$ cat src/rtl/config_screen_ctrl.sv
// Purpose : configuration-mode controller for the clock screen (mode FSM, cursor, BCD edit fields, blink, commit strobe).
// Latency : one cycle; a button pulse sampled at edge N is visible on the registered outputs during cycle N+1.
// Backpr. : none; inputs are one-cycle pulses, one action per cycle (config > right > left > up > down), others dropped.
// Ports   : clock/reset (sync, active-high); btn_* pulses; live_{time,date,tmr}_f0..f2 packed BCD sources;
//           config_mode, cursor_location, edit_f0..f2, cursor_blink, write_strobe/write_sel toward RTC.
module config_screen_ctrl #(
  parameter int BLINK_CYCLES = 25_000_000
) (
  input  logic       clock,
  input  logic       reset,
  input  logic       btn_config,
  input  logic       btn_left,
  input  logic       btn_right,
  input  logic       btn_up,
  input  logic       btn_down,
  input  logic [7:0] live_time_f0,
  input  logic [7:0] live_time_f1,
  input  logic [7:0] live_time_f2,
  input  logic [7:0] live_date_f0,
  input  logic [7:0] live_date_f1,
  input  logic [7:0] live_date_f2,
  input  logic [7:0] live_tmr_f0,
  input  logic [7:0] live_tmr_f1,
  input  logic [7:0] live_tmr_f2,
  output logic [1:0] config_mode,
  output logic [1:0] cursor_location,
  output logic [7:0] edit_f0,
  output logic [7:0] edit_f1,
  output logic [7:0] edit_f2,
  output logic       cursor_blink,
  output logic       write_strobe,
  output logic [1:0] write_sel
);

  localparam int            CW         = (BLINK_CYCLES > 1) ? $clog2(BLINK_CYCLES) : 1;
  localparam logic [CW-1:0] BLINK_LAST = CW'(BLINK_CYCLES - 1);

  typedef enum logic [1:0] {
    MODE_RUN   = 2'd0,
    MODE_TIME  = 2'd1,
    MODE_DATE  = 2'd2,
    MODE_TIMER = 2'd3
  } mode_e;

  mode_e         mode_q, mode_d, mode_nxt;
  logic [1:0]    cursor_q, cursor_d;
  logic [7:0]    f0_q, f0_d, f1_q, f1_d, f2_q, f2_d;
  logic          blink_q, blink_d;
  logic [CW-1:0] cnt_q, cnt_d;
  logic          strobe_q, strobe_d;
  logic [1:0]    sel_q, sel_d;

  // Field under the cursor and its legal range for the current mode.
  logic [7:0] cur_val, cur_max_bcd, up_val, down_val, cur_new;
  logic [6:0] cur_bin, cur_min, cur_max;
  logic       cur_ok, is_date;

  always_comb begin
    case (cursor_q)
      2'd1:    cur_val = f1_q;
      2'd2:    cur_val = f2_q;
      default: cur_val = f0_q;
    endcase
    is_date = (mode_q == MODE_DATE);
    cur_ok  = (cur_val[7:4] <= 4'd9) && (cur_val[3:0] <= 4'd9);
    // Only meaningful when cur_ok; out-of-range nibbles are caught by cur_ok first.
    cur_bin = 7'(cur_val[7:4]) * 7'd10 + 7'(cur_val[3:0]);
    // DATE day and month start at 1; every other field starts at 0.
    cur_min = (is_date && cursor_q != 2'd2) ? 7'd1 : 7'd0;
    case (cursor_q)
      2'd1: begin
        cur_max     = is_date ? 7'd12  : 7'd59;
        cur_max_bcd = is_date ? 8'h12  : 8'h59;
      end
      2'd2: begin
        cur_max     = is_date ? 7'd99  : 7'd59;
        cur_max_bcd = is_date ? 8'h99  : 8'h59;
      end
      default: begin
        cur_max     = is_date ? 7'd31  : 7'd23;
        cur_max_bcd = is_date ? 8'h31  : 8'h23;
      end
    endcase

    // Increment wraps to min; invalid BCD also snaps to min.
    if (!cur_ok || cur_bin >= cur_max)
      up_val = {4'h0, cur_min[3:0]};
    else if (cur_val[3:0] == 4'd9)
      up_val = {cur_val[7:4] + 4'd1, 4'd0};
    else
      up_val = {cur_val[7:4], cur_val[3:0] + 4'd1};

    // Decrement wraps to max; invalid BCD or above-range values snap to max.
    if (!cur_ok || cur_bin <= cur_min || cur_bin > cur_max)
      down_val = cur_max_bcd;
    else if (cur_val[3:0] == 4'd0)
      down_val = {cur_val[7:4] - 4'd1, 4'd9};
    else
      down_val = {cur_val[7:4], cur_val[3:0] - 4'd1};
  end

  always_comb begin
    case (mode_q)
      MODE_RUN:  mode_nxt = MODE_TIME;
      MODE_TIME: mode_nxt = MODE_DATE;
      MODE_DATE: mode_nxt = MODE_TIMER;
      default:   mode_nxt = MODE_RUN;
    endcase
  end

  always_comb begin
    mode_d   = mode_q;
    cursor_d = cursor_q;
    f0_d     = f0_q;
    f1_d     = f1_q;
    f2_d     = f2_q;
    blink_d  = blink_q;
    cnt_d    = cnt_q;
    strobe_d = 1'b0;
    sel_d    = 2'd0;
    cur_new  = btn_up ? up_val : down_val;

    if (btn_config) begin
      mode_d = mode_nxt;
      cnt_d  = '0;
      // Leaving an edit mode commits it; DATE->TIMER commits DATE while loading TIMER in the same cycle.
      if (mode_q != MODE_RUN) begin
        strobe_d = 1'b1;
        sel_d    = mode_q;
      end
      if (mode_nxt == MODE_RUN) begin
        blink_d = 1'b0;
      end else begin
        blink_d  = 1'b1;
        cursor_d = 2'd0;
        case (mode_nxt)
          MODE_TIME: begin f0_d = live_time_f0; f1_d = live_time_f1; f2_d = live_time_f2; end
          MODE_DATE: begin f0_d = live_date_f0; f1_d = live_date_f1; f2_d = live_date_f2; end
          default:   begin f0_d = live_tmr_f0;  f1_d = live_tmr_f1;  f2_d = live_tmr_f2;  end
        endcase
      end
    end else if (mode_q == MODE_RUN) begin
      blink_d = 1'b0;
      cnt_d   = '0;
    end else if (btn_right || btn_left || btn_up || btn_down) begin
      cnt_d   = '0;
      blink_d = 1'b1;
      if (btn_right) begin
        cursor_d = (cursor_q == 2'd2) ? 2'd0 : cursor_q + 2'd1;
      end else if (btn_left) begin
        cursor_d = (cursor_q == 2'd0) ? 2'd2 : cursor_q - 2'd1;
      end else begin
        case (cursor_q)
          2'd1:    f1_d = cur_new;
          2'd2:    f2_d = cur_new;
          default: f0_d = cur_new;
        endcase
      end
    end else if (cnt_q == BLINK_LAST) begin
      cnt_d   = '0;
      blink_d = ~blink_q;
    end else begin
      cnt_d = cnt_q + CW'(1);
    end
  end

  always_ff @(posedge clock) begin
    if (reset) begin
      mode_q   <= MODE_RUN;
      cursor_q <= 2'd0;
      f0_q     <= 8'h00;
      f1_q     <= 8'h00;
      f2_q     <= 8'h00;
      blink_q  <= 1'b0;
      cnt_q    <= '0;
      strobe_q <= 1'b0;
      sel_q    <= 2'd0;
    end else begin
      mode_q   <= mode_d;
      cursor_q <= cursor_d;
      f0_q     <= f0_d;
      f1_q     <= f1_d;
      f2_q     <= f2_d;
      blink_q  <= blink_d;
      cnt_q    <= cnt_d;
      strobe_q <= strobe_d;
      sel_q    <= sel_d;
    end
  end

  assign config_mode     = mode_q;
  assign cursor_location = cursor_q;
  assign edit_f0         = f0_q;
  assign edit_f1         = f1_q;
  assign edit_f2         = f2_q;
  assign cursor_blink    = blink_q;
  assign write_strobe    = strobe_q;
  assign write_sel       = sel_q;

endmodule
$ cat config.mk
export PLATFORM = sky130hd
export DESIGN_NAME = config_screen_ctrl
export DESIGN_NICKNAME = d
export VERILOG_FILES = /design/src/rtl/config_screen_ctrl.sv
export SDC_FILE = /design/constraint.sdc
export NUM_CORES = 1
export LEC_CHECK = 0
export ABC_CLOCK_PERIOD_IN_PS = 7400
export BUFFER_PORTS_ARGS = -buffer_cell sky130_fd_sc_hd__buf_2
export CELL_PAD_IN_SITES_DETAIL_PLACEMENT = 2
export CELL_PAD_IN_SITES_GLOBAL_PLACEMENT = 2
export CORE_MARGIN = 8
export CORE_UTILIZATION = 32
export CTS_BUF_LIST = sky130_fd_sc_hd__clkbuf_16
export DETAILED_ROUTE_END_ITERATION = 8
export MAX_ROUTING_LAYER = met4
export PLACE_DENSITY_LB_ADDON = 0.25
export SYNTH_ARGS = -nofsm -noshare
export SYNTH_HDL_FRONTEND = slang
export SYNTH_SLANG_ARGS = --single-unit
$ cat constraint.sdc
create_clock -name clock -period 7.4 [get_ports clock]
set_input_delay 0 -clock clock [delete_from_list [all_inputs] [get_ports clock]]
set_output_delay 0 -clock clock [all_outputs]
set_load 0.02 [all_outputs]
==> impl_results.rst, run 1 <==
.. list-table::
   :header-rows: 1

   * - Metric
     - Value
   * - Highest fanout seen on the critical path
     - 16
   * - Critical path required time
     - 7580 ps
   * - FF+latch count, synth
     - 57
   * - Buffer levels on the longest clock path
     - 2
   * - Clock tree from TritonCTS
     - yes
   * - Skew final
     - 10.3 ps
   * - Class of the tightest hold or removal check
     - input pin to flop
   * - I/O pin count
     - around 110
   * - Clock insertion delay at the later pin of the skew report
     - 340 ps
   * - Number of warnings printed during yosys synthesis
     - 0
   * - Die area
     - 16700 sq um
   * - Initial Utilization
     - 32.7%
   * - Syn Std Cell Area
     - 4110 sq um
   * - Number of buffer cells added on primary ports
     - 110
   * - CTS clk-pin slew, worst paths
     - about 50 ps
   * - Initial antenna violation count
     - 0
   * - Hold buffer count at CTS
     - 0
   * - Post-route minimum period
     - 5580 ps
   * - Placement row count
     - 41
   * - Maximum resistive drop on vdd
     - 0.119 mV
   * - Setup TNS
     - 0 ps
   * - Number of remaining DRC errors
     - 0
   * - Sequential Area
     - ~1100 sq um
   * - Period Utilization, post-route
     - around three quarters
   * - Core box area
     - 12600 sq um
   * - Power density over cell area
     - 236 nW/um^2
   * - Sinks on the clock net
     - 57
   * - Gr ovfl total
     - 0
   * - Remaining antenna violation count
     - 0
   * - Leading cell types in the layout, fill and taps excluded
     - buf_2 (110), nor2_1 (70), nand2_1 (65), dfxtp_1 (57), a21oi_1 (42)
   * - Via count
     - 4279
   * - Final setup fails
     - 0
   * - Avg Synthesized Cell Area
     - 7.75 sq um
   * - Critical Setup Path Class
     - flop to flop
   * - Placed Instances
     - 785
   * - Result of the run
     - complete, no violations
   * - Multi-input gate area
     - about 2700 sq um
   * - Diode insertion count for antenna repair
     - 0
   * - Total iterations of the first detailed-routing run
     - 4
   * - Post-synth EDFFs
     - 0
   * - Routed wire length
     - 15900 um
   * - Top area cells in the synthesized netlist
     - dfxtp_1 (28%), ha_1 (7.6%), nor2_1 (6.4%)
   * - Maximum clock frequency
     - 179 MHz
   * - Pin count of the biggest net entering global routing
     - 40
   * - Number of pins exceeding their max-slew limit in the final report
     - 0
   * - Unrepaired setup endpoints after global routing
     - false
   * - Kind of end point of the critical path
     - flop
   * - Leakage
     - between 2 and 2.5 nW
   * - Non-filler cells, final
     - 799
   * - Post-synth top area share
     - 27.7%
   * - Setup bufs post-CTS
     - 0
   * - Worst slew margin
     - 27.4%
   * - Depth of the CTS H-tree
     - 3
   * - Worst hold slack
     - 16.1 ps
   * - Synth cell types
     - 58
   * - Synthesized Nets
     - around 640
   * - Die Width
     - ~130 um
   * - Placed wire-length estimate after detailed placement
     - 12700 um
   * - Share of post-route cells with drive strength above 1
     - 22.8%
   * - Transition time at the pin with the least slew margin
     - 1090 ps
   * - Cell type contributing the most total cell area after synthesis
     - dfxtp_1
   * - Commonest non-fill, non-tap cell in the layout
     - buf_2
   * - First-iteration detailed-routing DRC count
     - approximately 140
   * - Area delta synth->final
     - 22.2%
   * - Fill cell count
     - 1420
   * - RD Place Congestion
     - 0.830
   * - Async SR Flop Fraction
     - 0%
   * - Post-synthesis instance total
     - 531
   * - Sort of element at the start of the critical path
     - flop
   * - Total power after layout
     - roughly 0.0012 W
   * - Via count of the first global-routing pass
     - 4849
   * - Number of resized instances in the post-cts repair step
     - 0
   * - Total CTS buffers
     - 9
   * - Die outline height
     - around 130 um
   * - Layout Nets
     - 730
   * - Overall fraction of global-route tracks in use
     - between 20% and 30%
   * - CTS Root Cell
     - clkbuf_16
   * - Prevailing post-synth register cell
     - dfxtp_1
   * - Count of maximum capacitance violations
     - 0
   * - Routed wirelength normalized by instance count
     - slightly below 20 um
   * - Arrival @ worst endpoint
     - ~5800 ps
   * - Portion of the post-synthesis area used by sequential elements
     - 27.7%
   * - Via density per instance
     - 5.36
   * - Final Hold Fails
     - 0
   * - Global-route wire length before repair
     - approximately 26000 um
==> synthesized netlist by cell type, drive strengths merged, types with 9 or more instances <==
library cell	count
xnor2	17
nor2	70
mux2i	11
nand2	65
inv	24
o21ai	10
nand3	16
ha	25
nand4	9
buf	12
dfxtp	57
a21oi	45
a211oi	20
nor3	10
xor2	16
clkbuf	18
a22oi	29
==> sequential cells by signal, indices dropped and copies added (netlist names) <==
register	flops
cnt_q	25
edit_f1	8
write_sel	2
write_strobe	1
cursor_location	2
edit_f2	8
config_mode	2
edit_f0	8
cursor_blink	1
==> layout make-up <==
class	count	share of cell area (%)
clock buffer	9	4.48
timing repair buffer	112	11.2
clock inverter	5	0.970
sequential	57	22.7
multi-input combinational	420	54.5
tap	172	4.28
inverter	24	1.79
==> critical path, cell delays in order, from the launching register on <==
cell	delay (ps)
dfxtp_1	340
inv_1	90
ha_1	650
a22oi_1	220
a21o_1	300
inv_1	220
ha_1	270
ha_1	190
inv_1	60
fa_1	440
nor3b_1	280
xnor2_1	280
ha_1	330
a21oi_1	230
nand3_1	130
a211oi_1	450
o21ai_4	220
mux2i_1	180
a221oi_2	400
o41ai_1	130
==> final timing paths <==
kind / depth (start not counted) / slack (ps) / from / end
worst min-delay path: 3 / 20 / live_tmr_f0[7] / edit_f0[7]$_SDFFE_PP0P_
worst max-delay path: 19 / 1820 / cursor_location[0]$_SDFFE_PP0P_ / edit_f1[7]$_SDFFE_PP0P_
worst max register to register: 19 / 1820 / cursor_location[0]$_SDFFE_PP0P_ / edit_f1[7]$_SDFFE_PP0P_
worst min register to register: 2 / 490 / cnt_q[22]$_SDFF_PP0_ / cnt_q[22]$_SDFF_PP0_
==> logic make-up after synthesis <==
logic type	Yosys count	share of synthesized area, %
adders and majority gates	27	8.58
xor gates and xnor gates	33	7.03
muxes	12	2.95
buffers and inverters	54	5.60
AOI/OAI and AO/OA	137	23.7
DFF	57	27.7
and+or+nand+nor	211	24.4
==> metrics by stage <==
stage | setup slack [ps] | instance area [sq um] | utilization (%)
after CTS | 1770 | 5030 | 40.0
after floorplan | 2520 | 4110 | -
after global routing | 1350 | 5030 | 40.0
after global placement | 2090 | 4750 | 37.8
final | 1820 | 5030 | 40.0
after detailed placement | 1830 | 4750 | 37.8
==> per-layer routing <==
metal / global-route usage [%] / vias to the layer above / part of all wire (%)
li1: - / 2083 / -
met3: 5.05 / 14 / 4.2
met1: 23.5 / 2082 / 44
met2: 35.2 / 100 / 50
met5: - / - / 0
met4: 4.98 / 0 / 1.2
==> power by group <==
group,total [W],internal (W),switching [W]
logic,0.000444,0.000169,0.000275
clock network,0.000397,0.000253,0.000145
registers,0.000347,0.000326,0.0000204
Power figures use the tool's default switching activity.
==> run 2: changes to the inputs <==
ABC_CLOCK_PERIOD_IN_PS = 4800   (was 7400)
CORE_UTILIZATION = 27   (was 32)
clock period = 4.8 ns   (was 7.4 ns; I/O delays follow)
==> run 2 against run 1 <==
Via count is 2.3% higher. Worst setup slack got worse by 1600 ps. Power rose by 69%. Count of clock-buffer cells in the layout unchanged.
==> impl_results.rst, run 2 (synthesis gave the netlist of run 1 again) <==
.. list-table::
   :header-rows: 1

   * - Metric
     - Value
   * - Result of the run
     - complete, no violations
   * - Final Hold Fails
     - 0
   * - Skew final
     - 5.24 ps
   * - Maximum resistive drop on vdd
     - ~0.13 mV
   * - RD Place Congestion
     - 0.787
   * - Clock tree from TritonCTS
     - yes
   * - Critical path required time
     - 4970 ps
   * - Depth of the CTS H-tree
     - 3
   * - Total iterations of the first detailed-routing run
     - 4
   * - Final setup fails
     - 0
   * - Number of buffer cells added on primary ports
     - 110
   * - GR met2 Demand/Resource
     - between 20 and 30%
   * - Number of pins exceeding their max-slew limit in the final report
     - 0
   * - Die outline height
     - 139 um
   * - Largest register by flop count
     - cnt_q
   * - First-iteration detailed-routing DRC count
     - 161
   * - Transition time at the pin with the least slew margin
     - 811 ps
   * - Routed wirelength normalized by instance count
     - 19.9 um
   * - Class of the tightest hold or removal check
     - input pin to flop
   * - Highest fanout seen on the critical path
     - 6
   * - Initial Utilization
     - 27.4%
   * - Arrival @ worst endpoint
     - 4780 ps
   * - Non-filler cells, final
     - 842
   * - Global-route wire length before repair
     - 26500 um
   * - Worst setup slack after layout
     - approximately 190 ps
   * - Via count of the first global-routing pass
     - 4880
   * - Share of post-route cells with drive strength above 1
     - 31.2%
   * - Cell Chain, Critical Path
     - buf_4 -> ha_4 -> a22o_4 -> a21oi_4 -> inv_2 -> ha_4 -> ha_1 -> inv_1 -> fa_2 -> xor2_2 -> ha_1 -> a21o_1 -> a21oi_4 -> a21oi_2 -> a211oi_4 -> o21ai_4 -> buf_4 -> buf_4 -> mux2i_1 -> a21oi_1 -> a211oi_1
   * - Via density per instance
     - 5.20
   * - Core box area
     - 15000 sq um
   * - CTS Root Cell
     - clkbuf_16
   * - Met3 routing resource usage after global routing
     - under 10%
   * - Worst path most repeated cell
     - buf_4
   * - Period Utilization, post-route
     - ~96%
   * - Gr ovfl total
     - 0
   * - Clock insertion delay at the later pin of the skew report
     - roughly 320 ps
   * - Placement row count
     - 45
   * - CTS clk-pin slew, worst paths
     - about 50 ps
   * - I/O pin count
     - 111
   * - Kind of end point of the critical path
     - flop
   * - Die area
     - between 15000 and 20000 sq um
   * - Via count
     - 4379
   * - Leakage
     - 2.36 nW
   * - Layout Nets
     - 755
   * - Final core utilization
     - 36.7%
   * - Routed wire length
     - 16800 um
   * - Diode insertion count for antenna repair
     - 0
   * - Global Route met1 Usage
     - 21.4%
   * - Remaining antenna violation count
     - 0
   * - Overall fraction of global-route tracks in use
     - 17.5%
   * - Slowest stage cell, crit path
     - fa_2
   * - Initial antenna violation count
     - 0
   * - Number of remaining DRC errors
     - 0
   * - Leading cell types in the layout, fill and taps excluded
     - buf_2 (110), nor2_1 (69), nand2_1 (65), dfxtp_1 (55), a21oi_1 (39)
   * - Placed Instances
     - 814
   * - Worst slew margin
     - 45.4%
   * - Layer with the highest usage after global routing
     - met2
   * - Setup TNS
     - 0 ps
   * - Setup Slack @ Placement
     - -279 ps
   * - Pin count of the biggest net entering global routing
     - 40
   * - Area delta synth->final
     - 34.0%
   * - Buffer levels on the longest clock path
     - 2
   * - Count of maximum capacitance violations
     - 0
   * - Number of flip-flops in the largest register
     - 25
   * - Post-route minimum period
     - approximately 4600 ps
   * - Total CTS buffers
     - 9
   * - Maximum clock frequency
     - 217 MHz
   * - Placed wire-length estimate after detailed placement
     - 13200 um
   * - Die Width
     - between 100 and 150 um
   * - Largest incremental delay on the critical path
     - 630 ps
   * - Commonest non-fill, non-tap cell in the layout
     - buf_2
   * - Sort of element at the start of the critical path
     - flop
   * - Critical Setup Path Class
     - flop to flop
   * - Sinks on the clock net
     - 57
   * - Power density over cell area
     - 364 nW/um^2
## run 2: layout make-up
| type | count | area [sq um] |
|---|---|---|
| clock inverters | 7 | 62.6 |
| flip-flops and latches | 57 | 1150 |
| well taps | 188 | 235 |
| inverters | 24 | 92.6 |
| clock buffers | 9 | 225 |
| repair buffers | 137 | 777 |
| multi-input cells | 420 | 2980 |
| fillers | 1732 | 9520 |
## run 2: where the power goes
group | switching, W | internal, W | leakage, nW
clock network | 0.000218 | 0.000395 | 0.140
registers | 0.0000331 | 0.000503 | 0.467
logic | 0.000488 | 0.000373 | 1.76
## run 2: repair_timing
action | CTS | global route
pin swaps | 3 | 15
endpoints found under the setup margin | 24 | 24
endpoints found under the hold margin | 0 | 0
setup buffers | 5 | 8
resized for setup | 10 | 40
hold buffers | 0 | 0
## run 2: metal layers
| metal | wire, um | up-vias |
|---|---|---|
| met2 | 8140 | 97 |
| met1 | 7720 | 2130 |
| met5 | 0 | - |
| met3 | 609 | 22 |
| met4 | 318 | 0 |
| li1 | - | 2130 |
## run 2: path summary, 6_finish.rpt
kind                             endpoint  cells after the start  slack, ps                       startpoint
setup / recovery  edit_f2[4]$_SDFFE_PP0P_                     21        190  cursor_location[0]$_SDFFE_PP0P_
hold / removal    edit_f1[7]$_SDFFE_PP0P_                      3         40                   live_tmr_f1[7]
setup reg to reg  edit_f2[4]$_SDFFE_PP0P_                     21        190  cursor_location[0]$_SDFFE_PP0P_
hold reg to reg       cnt_q[0]$_SDFF_PP0_                      1        480              cnt_q[0]$_SDFF_PP0_
## run 2: critical path, delay by kind of cell (launching register included)
kind / cells / cell delay [ps]
adders and majority gates: 5 / 1490
AOI/OAI and AO/OA: 9 / 1740
DFF: 1 / 320
buffers and inverters: 5 / 570
xor gates and xnor gates: 1 / 180
muxes: 1 / 110
## run 2: stage by stage
stage / instance area (sq um) / total power (W) / hold WS, ps
finish: 5510 / 0.00201 / 41.0
global route: 5510 / 0.00212 / 70.1
CTS: 5250 / 0.00193 / 30.7
detailed placement: 4880 / 0.00126 / 366
global placement: 4880 / 0.00122 / 361
floorplan: 4120 / 0.00102 / 214
